<file path="src/rtl/cafeteira_pkg.sv">
// Shared state codes and default thresholds/durations for the multi-dose coffee controller.
package cafeteira_pkg;

  localparam logic [3:0] S_INICIAL       = 4'h0;
  localparam logic [3:0] S_MEDE_AGUA     = 4'h1;
  localparam logic [3:0] S_ESPERA_AGUA   = 4'h2;
  localparam logic [3:0] S_MEDE_XICARA   = 4'h3;
  localparam logic [3:0] S_ESPERA_XICARA = 4'h4;
  localparam logic [3:0] S_BOMBEIA       = 4'h5;
  localparam logic [3:0] S_AQUECE        = 4'h6;
  localparam logic [3:0] S_DESPEJA       = 4'h7;
  localparam logic [3:0] S_PROXIMA       = 4'h8;
  localparam logic [3:0] S_FIM           = 4'h9;
  localparam logic [3:0] S_ERRO          = 4'hF;

  localparam int N_MAX_DOSES_DEF     = 4;
  localparam int DIST_W_DEF          = 12;
  localparam int DIST_AGUA_MAX_DEF   = 300;
  localparam int DIST_XICARA_MAX_DEF = 100;
  localparam int T_SENSOR_DEF        = 50000;
  localparam int T_BOMBA_DEF         = 100000;
  localparam int T_EBULIDOR_MAX_DEF  = 500000;
  localparam int T_VALVULA_DEF       = 80000;

  function automatic int max4(input int a, input int b, input int c, input int d);
    int m;
    m = a;
    if (b > m) m = b;
    if (c > m) m = c;
    if (d > m) m = d;
    return m;
  endfunction

endpackage

</file>
<file path="src/rtl/cafeteira_temporizador.sv">
// Saturating up-counter with synchronous clear; flags when the count has reached a limit.
module cafeteira_temporizador #(
  parameter int W = 8
) (
  input  logic         clock,
  input  logic         reset,
  input  logic         limpar,
  input  logic [W-1:0] limite,
  output logic         atingiu
);

  logic [W-1:0] cont_q, cont_d;

  always_comb begin
    cont_d = cont_q;
    if (limpar) begin
      cont_d = '0;
    end else if (cont_q != {W{1'b1}}) begin
      cont_d = cont_q + 1'b1;
    end
  end

  always_ff @(posedge clock or negedge reset) begin
    if (!reset) begin
      cont_q <= '0;
    end else begin
      cont_q <= cont_d;
    end
  end

  assign atingiu = (cont_q >= limite);

endmodule

</file>
<file path="src/rtl/cafeteira_multidose.sv">
// Multi-dose coffee controller: water/cup checks, pump, heater and valve per cup, with cancel and timeouts.
module cafeteira_multidose
  import cafeteira_pkg::*;
#(
  parameter int N_MAX_DOSES     = N_MAX_DOSES_DEF,
  parameter int DOSE_W          = $clog2(N_MAX_DOSES + 1),
  parameter int DIST_W          = DIST_W_DEF,
  parameter int DIST_AGUA_MAX   = DIST_AGUA_MAX_DEF,
  parameter int DIST_XICARA_MAX = DIST_XICARA_MAX_DEF,
  parameter int T_SENSOR        = T_SENSOR_DEF,
  parameter int T_BOMBA         = T_BOMBA_DEF,
  parameter int T_EBULIDOR_MAX  = T_EBULIDOR_MAX_DEF,
  parameter int T_VALVULA       = T_VALVULA_DEF
) (
  input  logic              clock,
  input  logic              reset,
  input  logic              preparar,
  input  logic              cancelar,
  input  logic [DOSE_W-1:0] doses,
  input  logic              agua_pronto,
  input  logic [DIST_W-1:0] distancia_agua,
  input  logic              xicara_pronto,
  input  logic [DIST_W-1:0] distancia_xicara,
  input  logic              fim_temperatura,
  output logic              medir_agua,
  output logic              medir_xicara,
  output logic              bomba,
  output logic              ebulidor,
  output logic              valvula,
  output logic              ocupado,
  output logic              pronto,
  output logic              erro_sem_agua,
  output logic              erro_sem_xicara,
  output logic              erro_aquecimento,
  output logic [DOSE_W-1:0] doses_feitas,
  output logic [3:0]        db_estado
);

  localparam int TW = $clog2(max4(T_SENSOR, T_BOMBA, T_EBULIDOR_MAX, T_VALVULA) + 1);

  // Limits are one less than the duration: the timer reads 0 in the first cycle of a state.
  localparam logic [TW-1:0]     LIM_SENSOR = TW'(T_SENSOR - 1);
  localparam logic [TW-1:0]     LIM_BOMBA  = TW'(T_BOMBA - 1);
  localparam logic [TW-1:0]     LIM_EBUL   = TW'(T_EBULIDOR_MAX - 1);
  localparam logic [TW-1:0]     LIM_VALV   = TW'(T_VALVULA - 1);
  localparam logic [DIST_W-1:0] AGUA_MAX   = DIST_W'(DIST_AGUA_MAX);
  localparam logic [DIST_W-1:0] XICARA_MAX = DIST_W'(DIST_XICARA_MAX);
  localparam logic [DOSE_W-1:0] N_MAX      = DOSE_W'(N_MAX_DOSES);

  logic [3:0]        estado_q, estado_d;
  logic [DOSE_W-1:0] alvo_q, alvo_d;
  logic [DOSE_W-1:0] feitas_q, feitas_d;
  logic [DOSE_W-1:0] feitas_inc;
  logic              e_agua_q, e_agua_d;
  logic              e_xic_q, e_xic_d;
  logic              e_aq_q, e_aq_d;
  logic              aceita;
  logic [TW-1:0]     limite;
  logic              atingiu;

  assign aceita     = preparar && !cancelar && (doses != '0);
  assign feitas_inc = feitas_q + 1'b1;

  always_comb begin
    case (estado_q)
      S_ESPERA_AGUA, S_ESPERA_XICARA: limite = LIM_SENSOR;
      S_BOMBEIA:                      limite = LIM_BOMBA;
      S_AQUECE:                       limite = LIM_EBUL;
      S_DESPEJA:                      limite = LIM_VALV;
      default:                        limite = {TW{1'b1}};
    endcase
  end

  cafeteira_temporizador #(.W(TW)) u_temporizador (
    .clock   (clock),
    .reset   (reset),
    .limpar  (estado_d != estado_q),
    .limite  (limite),
    .atingiu (atingiu)
  );

  always_comb begin
    estado_d = estado_q;
    alvo_d   = alvo_q;
    feitas_d = feitas_q;
    e_agua_d = e_agua_q;
    e_xic_d  = e_xic_q;
    e_aq_d   = e_aq_q;
    if (cancelar && estado_q != S_INICIAL) begin
      estado_d = S_INICIAL;
    end else begin
      case (estado_q)
        S_INICIAL, S_ERRO: begin
          if (aceita) begin
            estado_d = S_MEDE_AGUA;
            alvo_d   = (doses > N_MAX) ? N_MAX : doses;
            feitas_d = '0;
            e_agua_d = 1'b0;
            e_xic_d  = 1'b0;
            e_aq_d   = 1'b0;
          end
        end
        S_MEDE_AGUA: estado_d = S_ESPERA_AGUA;
        S_ESPERA_AGUA: begin
          if (agua_pronto) begin
            if (distancia_agua <= AGUA_MAX) begin
              estado_d = S_MEDE_XICARA;
            end else begin
              estado_d = S_ERRO;
              e_agua_d = 1'b1;
            end
          end else if (atingiu) begin
            estado_d = S_ERRO;
            e_agua_d = 1'b1;
          end
        end
        S_MEDE_XICARA: estado_d = S_ESPERA_XICARA;
        S_ESPERA_XICARA: begin
          if (xicara_pronto) begin
            if (distancia_xicara <= XICARA_MAX) begin
              estado_d = S_BOMBEIA;
            end else begin
              estado_d = S_ERRO;
              e_xic_d  = 1'b1;
            end
          end else if (atingiu) begin
            estado_d = S_ERRO;
            e_xic_d  = 1'b1;
          end
        end
        S_BOMBEIA: if (atingiu) estado_d = S_AQUECE;
        S_AQUECE: begin
          if (fim_temperatura) begin
            estado_d = S_DESPEJA;
          end else if (atingiu) begin
            estado_d = S_ERRO;
            e_aq_d   = 1'b1;
          end
        end
        S_DESPEJA: if (atingiu) estado_d = S_PROXIMA;
        S_PROXIMA: begin
          feitas_d = feitas_inc;
          estado_d = (feitas_inc == alvo_q) ? S_FIM : S_MEDE_AGUA;
        end
        S_FIM:   estado_d = S_INICIAL;
        default: estado_d = S_INICIAL;
      endcase
    end
  end

  always_ff @(posedge clock or negedge reset) begin
    if (!reset) begin
      estado_q <= S_INICIAL;
      alvo_q   <= '0;
      feitas_q <= '0;
      e_agua_q <= 1'b0;
      e_xic_q  <= 1'b0;
      e_aq_q   <= 1'b0;
    end else begin
      estado_q <= estado_d;
      alvo_q   <= alvo_d;
      feitas_q <= feitas_d;
      e_agua_q <= e_agua_d;
      e_xic_q  <= e_xic_d;
      e_aq_q   <= e_aq_d;
    end
  end

  // Outputs decode the registered state only, so reset drops actuators without a clock.
  assign medir_agua       = (estado_q == S_MEDE_AGUA);
  assign medir_xicara     = (estado_q == S_MEDE_XICARA);
  assign bomba            = (estado_q == S_BOMBEIA);
  assign ebulidor         = (estado_q == S_AQUECE);
  assign valvula          = (estado_q == S_DESPEJA);
  assign ocupado          = (estado_q != S_INICIAL);
  assign pronto           = (estado_q == S_FIM);
  assign erro_sem_agua    = e_agua_q;
  assign erro_sem_xicara  = e_xic_q;
  assign erro_aquecimento = e_aq_q;
  assign doses_feitas     = feitas_q;
  assign db_estado        = estado_q;

endmodule
</file>
<file path="config.mk">
export PLATFORM = sky130hd
export DESIGN_NAME = cafeteira_multidose
export DESIGN_NICKNAME = d
export VERILOG_FILES = /design/src/rtl/cafeteira_pkg.sv /design/src/rtl/cafeteira_temporizador.sv /design/src/rtl/cafeteira_multidose.sv
export SDC_FILE = /design/constraint.sdc
export NUM_CORES = 1
export LEC_CHECK = 0
export ABC_CLOCK_PERIOD_IN_PS = 4500
export BUFFER_PORTS_ARGS = -buffer_cell sky130_fd_sc_hd__buf_2
export CORE_MARGIN = 2
export CORE_UTILIZATION = 30
export CTS_BUF_LIST = sky130_fd_sc_hd__clkbuf_16
export DETAILED_ROUTE_END_ITERATION = 8
export PLACE_DENSITY = 0.44
export SYNTH_ARGS = -nofsm -noshare
export SYNTH_HDL_FRONTEND = slang
export SYNTH_SLANG_ARGS = --single-unit
</file>
<file path="constraint.sdc">
create_clock -name clock -period 4.5 [get_ports clock]
set_clock_uncertainty 0.15 [all_clocks]
set_input_delay 0.675 -clock clock [delete_from_list [all_inputs] [get_ports clock]]
set_output_delay 0.675 -clock clock [all_outputs]
set_load 0.005 [all_outputs]
</file>
==> results.tsv <==
metric	value	unit
Max VDD drop	194	µV
DR vias	2629	
GRT overflow	0	
number of synthesized flops with an enable pin	0	
Final Hold Viols	0	
DRC errors left	0	
sequential share of power	25.2	%
period utilization	85.0	%
vias in the first global route	2477	
final hold slack	0.328	ns
crit path launch type	flop	
Reg clk slew, reported paths	0.06	ns
total power	1.71	mW
RD Place Congestion	0.833	
Critical Path RT	4.48	ns
Area growth syn-to-layout	15.8	%
DP HPWL	5940	µm
Sw Ratio	45.7	%
Setup TNS	0	ns
commonest non-fill, non-tap cell in the layout	buf_2	
root buf cell	clkbuf_16	
Skew-Pair Late Insertion Delay	0.28	ns
slowest CP cell	dfrtp_1	
Yosys reg bits	32	
CP Capture Type	flop	
Finish-stage setup viols	0	
max_cap viols	0	
average size of a mapped cell	8.25	µm²
CP top delay family	simple AND/OR/NAND/NOR gates	
CTS tree	built	
Die Span Y	101	µm
CP peak stage delay	0.72	ns
DR vias/cell	5.29	
number of routed nets with antenna violations	0	
layout cells sized above 1	22.8	%
Clock Sinks	32	
total length of routed wires	7810	µm
gr usage total	15.7	%
Die Area	10100	µm²
average routed wire per standard cell	15.7	µm
HP Class	input port to async pin	
Seq/Total Area, Yosys	28.6	%
Buf/Inv on CP	1	
boundary pin count	51	
crit path cell chain	nor2b_1, nand2_1, o21ai_0, ha_1, and3_1, nand4_1, a2111o_1, o21ai_2, nor2_1, buf_4, or3_1, o2111ai_4, nor3_1	
# H-tree levels	2	
max_slew headroom	47.1	%
core footprint	9150	µm²
FP Rows	35	
RSZ-0062 raised after global routing	no	
Post-Synthesis Cell Area	2800	µm²
first-pass GRT wire length	12700	µm
Die X	101	µm
worst-margin pin slew	0.793	ns
Post-synth top flop	dfrtp_1	
drt pass-1 iters	4	
Pleak	1.39	nW
status	finished clean	
Starting DRT DRC Count	131	
FMAX	261	MHz
FFs w/ async S/R, synth	100	%
Clock Path Buffers	2	
syn nets	385	
pwr dens	527	nW/µm²
largest net degree at the start of global routing	33	
Initial Util	30.5	%
Slew Limit Fails	0	
switching pwr	0.780	mW
Post-CTS Setup Inserts	0	
nets	431	
initial antenna violation count	0	
Mapped Cells	339	
CTS Hold Bufs	0	
crit-path max FO	19	
Distinct cells, synth	69	
Critical Path AT	3.80	ns
ant diodes	0	
Comb pwr share	51.8	%
Synth warnings	0	
WS Path Type	flop to flop	
I/O Buffers	50	
Pint	0.927	mW
clock group share of total power	23.1	%
commonest non-fill, non-tap cells in the layout	buf_2 (50), nor2_1 (43), nand2_1 (33)	
crit path time final	3.83	ns
CTS buffer count	5	
-- repair_timing --
| item | CTS | global route |
|---|---|---|
| hold endpoints to repair | 0 | 0 |
| setup endpoints to repair | 0 | 2 |
| gates resized for setup | 0 | 1 |
-- layer usage --
| metal | track usage (%) | vias to the layer above | wire length (µm) |
|---|---|---|---|
| met5 | 0 | - | 0 |
| met4 | 3.58 | 0 | 44 |
| met3 | 2.43 | 4 | 329 |
| met2 | 25.2 | 54 | 3580 |
| met1 | 22.3 | 1248 | 3860 |
| li1 | - | 1323 | - |
-- layout make-up --
class                      instances  area, µm²
timing repair buffer              55        288
clock buffer                       5        125
sequential                        32        801
inverter                          11       41.3
clock inverter                     3       42.5
multi-input combinational        280       1800
tap                              111        139
fill                             969       5910
-- cells by family (layout without fill, tap and decap cells) --
group | count (synthesis) | count (layout) | share of synthesized area, %
flip-flops | 32 | 32 | 28.6
adder cells (fa/ha/maj) | 12 | 12 | 5.37
AO/OA/AOI/OAI | 91 | 91 | 22.7
XOR/XNOR | 21 | 21 | 6.58
buffers and inverters | 27 | 74 | 7.30
AND/OR/NAND/NOR | 154 | 154 | 28.7
multiplexers | 2 | 2 | 0.761
-- cell usage after synthesis (2+ instances only) --
library cell  instances  share of area, %
o31a_1                2              0.63
o31ai_1               3              0.81
inv_1                11               1.5
nand3_1               7               1.3
nor4_1                2              0.45
nor3_1               18               3.2
a221oi_1              3              0.94
o21a_1                2              0.54
nor2_1               43               5.8
nor3_2               10               3.6
xor2_1                6               1.9
a21o_1                3              0.81
xnor2_1              15               4.7
or2_2                 2              0.45
o311ai_0              3              0.94
o21ai_0              22               3.9
o21bai_1              5               1.3
nand2b_1              9               2.0
o21ba_2               2              0.72
o22ai_1               3              0.67
clkbuf_8              2              0.98
a211o_1               2              0.63
nand2_1              33               4.4
ha_1                 12               5.4
and2_1                2              0.45
nor2b_1               3              0.67
a21oi_1              14               2.5
clkbuf_1              2              0.27
nand4_1               8               1.8
and3_1                3              0.67
o211ai_1              2              0.54
a31oi_1               3              0.67
a211oi_1              6               1.6
dfrtp_1              32                29
or3_1                 3              0.67
buf_6                 8               3.2
-- worst paths after layout --
kind | slack, ns | depth (start not counted) | end | from
setup / recovery | 0.67 | 13 | u_temporizador.cont_q[12]$_DFFE_PN0P_ | db_estado[0]$_DFF_PN0_
hold / removal | 0.33 | 1 | u_temporizador.cont_q[0]$_DFFE_PN0P_ | reset
min in group clock | 0.34 | 2 | erro_aquecimento$_DFFE_PN0P_ | erro_aquecimento$_DFFE_PN0P_
max in group asynchronous | 3.36 | 1 | doses_feitas[0]$_DFFE_PN0P_ | reset
hold reg to reg | 0.34 | 2 | erro_aquecimento$_DFFE_PN0P_ | erro_aquecimento$_DFFE_PN0P_
setup reg to reg | 0.67 | 13 | u_temporizador.cont_q[12]$_DFFE_PN0P_ | db_estado[0]$_DFF_PN0_
-- flip-flops by register name (all words and copies together) (netlist names) --
signal / count
alvo_q: 3
erro_sem_xicara: 1
erro_aquecimento: 1
db_estado: 4
doses_feitas: 3
u_temporizador.cont_q: 19
erro_sem_agua: 1
-- stage by stage --
stage | instances | utilization [%] | setup slack, ns | area [µm²]
after global placement | 489 | 33.4 | 0.516 | 3060
after floorplan | 339 | - | 1.15 | 2800
after detailed placement | 489 | 33.4 | 0.480 | 3060
after global routing | 497 | 35.4 | 0.204 | 3240
after CTS | 497 | 35.3 | 0.463 | 3230
final | 497 | 35.4 | 0.674 | 3240
-- power by group through the flow --
stage / Clock (mW) / Combinational [mW] / Sequential (mW)
floorplan: 0 / 0.742 / 0.395
global placement: 0 / 0.881 / 0.430
detailed placement: 0 / 0.872 / 0.432
CTS: 0.407 / 0.874 / 0.427
global route: 0.421 / 0.998 / 0.443
finish: 0.394 / 0.884 / 0.429
(Power assumes the default switching activity.)
